$ cat src/rtl/alu_arbiter.sv
// alu_arbiter: shares one external combinational ALU between two requesters.
// Latency: accept cycle, one EXEC cycle, then response; 3 cycles minimum per op.
// Backpressure: one op in flight; new requests wait until the response handshake.
module alu_arbiter #(
  parameter int DATA_W = 32,
  parameter int OP_W   = 3,
  parameter int CNT_W  = 16
) (
  input  logic              clk,
  input  logic              reset,
  input  logic [1:0]        req_valid,
  output logic [1:0]        req_ready,
  input  logic [DATA_W-1:0] req0_a,
  input  logic [DATA_W-1:0] req0_b,
  input  logic [OP_W-1:0]   req0_op,
  input  logic [DATA_W-1:0] req1_a,
  input  logic [DATA_W-1:0] req1_b,
  input  logic [OP_W-1:0]   req1_op,
  output logic [1:0]        rsp_valid,
  input  logic [1:0]        rsp_ready,
  output logic [DATA_W-1:0] rsp_result,
  output logic [3:0]        rsp_flags,
  output logic [DATA_W-1:0] alu_a,
  output logic [DATA_W-1:0] alu_b,
  output logic [OP_W-1:0]   alu_ctrl,
  input  logic [DATA_W-1:0] alu_result,
  input  logic [3:0]        alu_flags,
  output logic              busy,
  output logic [CNT_W-1:0]  op_count
);

  typedef enum logic [1:0] {IDLE, EXEC, RESP} state_t;

  state_t             state_q, state_d;
  logic               owner_q;
  logic               last_grant_q;
  logic [DATA_W-1:0]  a_q, b_q;
  logic [OP_W-1:0]    op_q;
  logic [DATA_W-1:0]  result_q;
  logic [3:0]         flags_q;
  logic [CNT_W-1:0]   cnt_q;

  logic               grant_vld;
  logic               grant;
  logic               accept;
  logic               rsp_done;

  // Round-robin grant: a lone requester wins; on a tie the one not served last wins.
  always_comb begin
    grant_vld = 1'b0;
    grant     = 1'b0;
    case (req_valid)
      2'b01:   begin grant_vld = 1'b1; grant = 1'b0;          end
      2'b10:   begin grant_vld = 1'b1; grant = 1'b1;          end
      2'b11:   begin grant_vld = 1'b1; grant = ~last_grant_q; end
      default: begin grant_vld = 1'b0; grant = 1'b0;          end
    endcase
  end

  // Reset gates acceptance so nothing is committed while reset is asserted.
  assign accept   = (state_q == IDLE) && grant_vld && !reset;
  assign rsp_done = (state_q == RESP) && rsp_ready[owner_q];

  // State register.
  always_ff @(posedge clk) begin
    if (reset) state_q <= IDLE;
    else       state_q <= state_d;
  end

  // Next-state: IDLE -> EXEC on accept, EXEC always one cycle, RESP waits for the owner.
  always_comb begin
    state_d = state_q;
    case (state_q)
      IDLE:    if (accept)   state_d = EXEC;
      EXEC:                  state_d = RESP;
      RESP:    if (rsp_done) state_d = IDLE;
      default:               state_d = IDLE;
    endcase
  end

  // Handshake outputs decoded from the current state.
  always_comb begin
    req_ready = 2'b00;
    rsp_valid = 2'b00;
    busy      = (state_q != IDLE);
    if (accept)            req_ready[grant]   = 1'b1;
    if (state_q == RESP)   rsp_valid[owner_q] = 1'b1;
  end

  // Operand capture, result capture, fairness pointer and completion counter.
  always_ff @(posedge clk) begin
    if (reset) begin
      a_q          <= '0;
      b_q          <= '0;
      op_q         <= '0;
      owner_q      <= 1'b0;
      last_grant_q <= 1'b1;
      result_q     <= '0;
      flags_q      <= '0;
      cnt_q        <= '0;
    end else begin
      if (accept) begin
        a_q     <= grant ? req1_a  : req0_a;
        b_q     <= grant ? req1_b  : req0_b;
        op_q    <= grant ? req1_op : req0_op;
        owner_q <= grant;
      end
      if (state_q == EXEC) begin
        result_q <= alu_result;
        flags_q  <= alu_flags;
      end
      if (rsp_done) begin
        last_grant_q <= owner_q;
        cnt_q        <= cnt_q + CNT_W'(1);
      end
    end
  end

  // Operand registers drive the ALU directly and hold until the next accept.
  assign alu_a      = a_q;
  assign alu_b      = b_q;
  assign alu_ctrl   = op_q;
  assign rsp_result = result_q;
  assign rsp_flags  = flags_q;
  assign op_count   = cnt_q;

endmodule

$ cat config.mk
export PLATFORM = sky130hd
export DESIGN_NAME = alu_arbiter
export DESIGN_NICKNAME = d
export VERILOG_FILES = /design/src/rtl/alu_arbiter.sv
export SDC_FILE = /design/constraint.sdc
export NUM_CORES = 1
export LEC_CHECK = 0
export CAP_MARGIN = 40
export CORE_MARGIN = 2
export CORE_UTILIZATION = 40
export DETAILED_ROUTE_END_ITERATION = 8
export DONT_BUFFER_PORTS = 1
export PLACE_DENSITY = 0.67
export SYNTH_ARGS = -nofsm -noshare
export SYNTH_HDL_FRONTEND = slang
export SYNTH_SLANG_ARGS = --single-unit
$ cat constraint.sdc
create_clock -name clk -period 1.4 [get_ports clk]
set_input_delay 0.21 -clock clk [delete_from_list [all_inputs] [get_ports clk]]
set_output_delay 0.21 -clock clk [all_outputs]
set_load 0.05 [all_outputs]
* Word-level counts from Yosys, hierarchy flattened
Index checks and enable logic that the tools add are counted.
** Storage, ports and cells
- Latch bits :: 0
- Input port bits :: 176
- Flip-flop bits (word level) :: 123
- Output and inout port bits :: 124
- Memories :: 0
- RAM bits :: 0
- Memory bits (read-only) :: 0
- Logic and storage cells :: 48
** Cells by class
- Order comparisons :: 4
- Eq/ne operators :: 7
- Reduce and logical (&&, ||, !) cells :: 10
- Muxes and demuxes :: 16
- Bitwise gates (word level) :: 1
- Div/mod/pow operators :: 0
- Multiply operators :: 0
- Add/sub/neg operators :: 1
- Shift-type cells :: 0
** Operator list (count)
- $mux W32 :: 2
- $add A16 B1 Y16 const B :: 1
- $mux W2 :: 4
- $eq A2 B2 Y1 const B :: 3
- $pmux W2 S3 :: 1
- $logic_and A1 B1 Y1 :: 5
- $mux W1 :: 5
- $eq A2 B1 Y1 const B :: 2
- $lt A1 B2 Y1 const B :: 2
- $ne A2 B2 Y1 const B :: 2
- $mux W3 :: 1
- $reduce_or A3 Y1 :: 1
- $demux W1 S1 :: 2
- $ge A1 B1 Y1 const B :: 2
- $logic_not A2 Y1 :: 1
- $pmux W1 S2 :: 1
- $reduce_and A2 Y1 :: 1
- $reduce_bool A2 Y1 :: 1
- $logic_not A1 Y1 :: 1
- $not A1 Y1 :: 1

* Depth between registers and ports, before layout
- Depth after elaboration :: 7
- Mapped depth :: 5
- Mapped depth without buffers :: 5

* Worst setup path after synthesis
OpenSTA, ideal clock, no wires.
- Kind :: reg-to-output
- Start :: reg state_q[1]
- End :: out req_ready[0]
- Stages on the path, launching flop included :: 4
- Arrival :: 2217 ps
- Path slack :: -1027 ps
- Path buffers :: 0
- Required time :: 1190 ps
- Cell sequence :: dfxtp_1 or2_2 or2_2 nor3_1
** On the way
- Longest elaborated chain between the ends :: 4
** RTL lines
- start: declaration :: line 34 : state_t state_q, state_d;
- start signal: assignment :: line 67 : else state_q <= state_d;
- $logic_not A2 Y1 :: line 61 : assign accept = (state_q == IDLE) && grant_vld && !reset;
- $logic_and A1 B1 Y1 (2 in series) :: line 61
- $mux W2 :: line 86 : if (accept) req_ready[grant] = 1'b1;
- end: declaration :: line 12 : output logic [1:0] req_ready,
No other way between the ends.

* Final worst setup path
- Start :: reg state_q[0]
- End :: out req_ready[0]
Same word-level chain as after synthesis.

==> metrics <==
GR Overflow Total=0; clock sinks=123; Clock Path Buffers=2; Slowest-stage cell, CP=dfxtp_2; worst-margin pin slew=0.535 ns; hold_ws=-0.129 ns; Die ar.=13,600 µm²; nets@finish=906; Peak Freq=549 MHz; WL/cell=20.8 µm; Lkg Pwr=3.52 nW; Via-to-Cell Ratio=5.52; critical path startpoint category=flop; HPWL after detailed placement=10.9 mm; FF+latch count, synth=123; crit path setup slack, layout=-0.421 ns; Reg clk slew, reported paths=0.05 ns; main area contributors after synthesis=dfxtp_1, mux2i_1, a211oi_1; final wirelength=18.9 mm; Area growth syn-to-layout=68.0%; maximum VDD drop=0.000809 V; placement-stage cell area=6350 µm²; number of global-route vias before repair=4,720; Max Clock Skew=0.00925 ns; first-pass GRT wire length=23.6 mm; First-pass DRT Iterations=7; GRT Total Usage=23.1%; Req. time, crit path=1.19 ns; Worst-Skew Late Latency=0.41 ns; Worst Path Max Fanout=3; ys async rst share=0%; synth warn=0; power per cell area=1370 nW/µm²; CP Capture Type=primary output; Synth Net Count=743; CTS tree=done; Filler cells=871; unrepaired setup endpoints after global routing=yes; share of layout cells above drive strength 1=51.2%; Port Buffers=0; maxcap violations=0; H-tree levels=4; Syn Std Cell Area=5050 µm²; # rows=41; violated checks=hold timing, setup timing; crit path kind=flop to primary output; largest area contributor in the netlist=dfxtp_1; Syn Area/Cell=8.93 µm²; drt drc=0; status=finished, violations left; Buf/Inv on CP=1; Die X=116 µm; max-slew violation count=0; vias=5,021; Core Footprint=12,500 µm²; number of enable flip-flop cells after synthesis=0; crit-path cells=or2_4, or2_4, nor3_4, buf_12; Final GP Congestion=0.861; Setup-failing EPs final=121; Arrival @ worst endpoint=1.61 ns; HP Class=input pin to flop; top-area cell type share of the netlist area=48.7%; final core utilization=68.1%; initial antenna violation count=0; CP most frequent cell=or2_4; post-route design area=8490 µm²; chip height=116 µm; Period minus WS final=1.82 ns; final hold violations=72; Crit path max-delay family=simple AND/OR/NAND/NOR gates; number of antenna diodes=0; Synth Flop Type=dfxtp_1; largest net degree at the start of global routing=125; total CTS buffers=17; slowest stage delay, CP=0.32 ns; initial drt markers=269; antenna-violating nets left=0; CTS root buf=clkbuf_16; Period Utilization, post-route=130%; num ports=300; Cells after Synth=566; sequential area share after synthesis=48.7%; initial core utilization=40.6%; count of cell types in the netlist=32; Slew headroom=64.3%
-- layer usage --
layer	wire (µm)	GRT usage (%)	up-vias
li1	-	-	2314
met1	6740	23.9	2395
met5	0	0	-
met2	9940	41.6	260
met4	675	10.4	0
met3	1590	8.56	52
-- per-stage QoR --
step                      total power (W)  worst slack [ns]  hold WS (ns)  cells  TNS (ns)
final                              0.0116            -0.421        -0.129    909    -22.70
after global routing               0.0120            -0.460        -0.148    909    -28.52
after CTS                          0.0113            -0.423        -0.145    899    -19.40
after detailed placement          0.00674            -0.135         0.294    832     -2.53
after global placement            0.00668            -0.116         0.288    832    -0.278
after floorplan                   0.00600            -0.224         0.331    566     -1.13
-- state kept, by name, summed over array words and instances (netlist names) --
signal,cells
alu_a,32
owner_q,1
last_grant_q,1
op_count,16
alu_b,32
rsp_result,32
state_q,2
alu_ctrl,3
rsp_flags,4
-- cells in the mapped netlist (2+ instances only) --
library cell,n
nor2b_1,2
nand3_1,3
a211oi_1,67
or3_1,6
nor3_1,3
xnor2_1,9
dfxtp_1,123
buf_2,20
and2_1,3
o21ai_0,7
nor2_1,81
clkbuf_1,22
or2_2,2
a21oi_1,46
inv_1,2
nand2_1,80
nor4_1,4
nand2b_1,2
mux2i_1,68
buf_1,3
nand4_1,2
-- power breakdown --
group	internal, W	switching, W	total, W	leakage [nW]
clock network	0.00239	0.00145	0.00385	0.255
registers	0.00381	0.000293	0.00411	1.02
logic	0.00153	0.00214	0.00367	2.25
total	0.00773	0.00389	0.0116	3.52
-- cells in the final DEF (no fill, tap or decap), types with 3 or more instances in the layout --
master	count
nand2_1	44
clkinv_2	4
a211oi_2	30
a21oi_2	38
nand3_1	3
dfxtp_4	10
nor4_4	4
buf_12	22
mux2i_1	67
a211oi_1	37
clkbuf_1	3
buf_16	8
xnor2_1	7
nand2_4	29
nand2_2	7
buf_4	130
a21oi_1	8
nor2_2	16
o21ai_0	6
buf_6	16
clkbuf_16	23
buf_8	7
or3_4	5
nor2_1	62
dfxtp_2	4
dfxtp_1	109
nor2_4	4
-- cell type report --
class / count / area (µm²) / share of cell area, %
clock buffers: 23 / 489 / 5.76
clock inverters: 4 / 20.0 / 0.236
inverters: 2 / 7.51 / 0.0884
multi-input cells: 396 / 3200 / 37.7
flip-flops and latches: 123 / 2500 / 29.5
well taps: 172 / 215 / 2.53
repair buffers: 189 / 2060 / 24.2
-- final timing paths --
path | startpoint | slack [ns] | cells after the start | endpoint
max | state_q[0] | -0.42 | 4 | req_ready[0]
min | reset | -0.13 | 1 | alu_b[5]
max reg2reg | state_q[0] | -0.39 | 6 | op_count[15]
min reg2reg | rsp_result[20] | 0.47 | 2 | rsp_result[20]
-- kinds of logic (layout without fill, tap and decap cells) --
| kind of cell | count (synthesis) | after routing | share of synthesized area [%] |
|---|---|---|---|
| adders and majority gates | 1 | 1 | 0.247 |
| buffers and inverters | 47 | 218 | 3.99 |
| DFF | 123 | 123 | 48.7 |
| xor gates and xnor gates | 9 | 9 | 1.56 |
| muxes | 68 | 68 | 13.5 |
| and+or+nand+nor | 196 | 196 | 16.5 |
| AOI/OAI and AO/OA | 122 | 122 | 15.5 |
-- repair_timing --
item | 4_1_cts | 5_1_grt
pin swaps | 55 | 69
endpoints found under the hold margin | 123 | 123
setup endpoints to repair | 74 | 124
cloned | 14 | 8
gates resized for setup | 63 | 180
setup buffers | 26 | 14
Power figures use the tool's default switching activity.
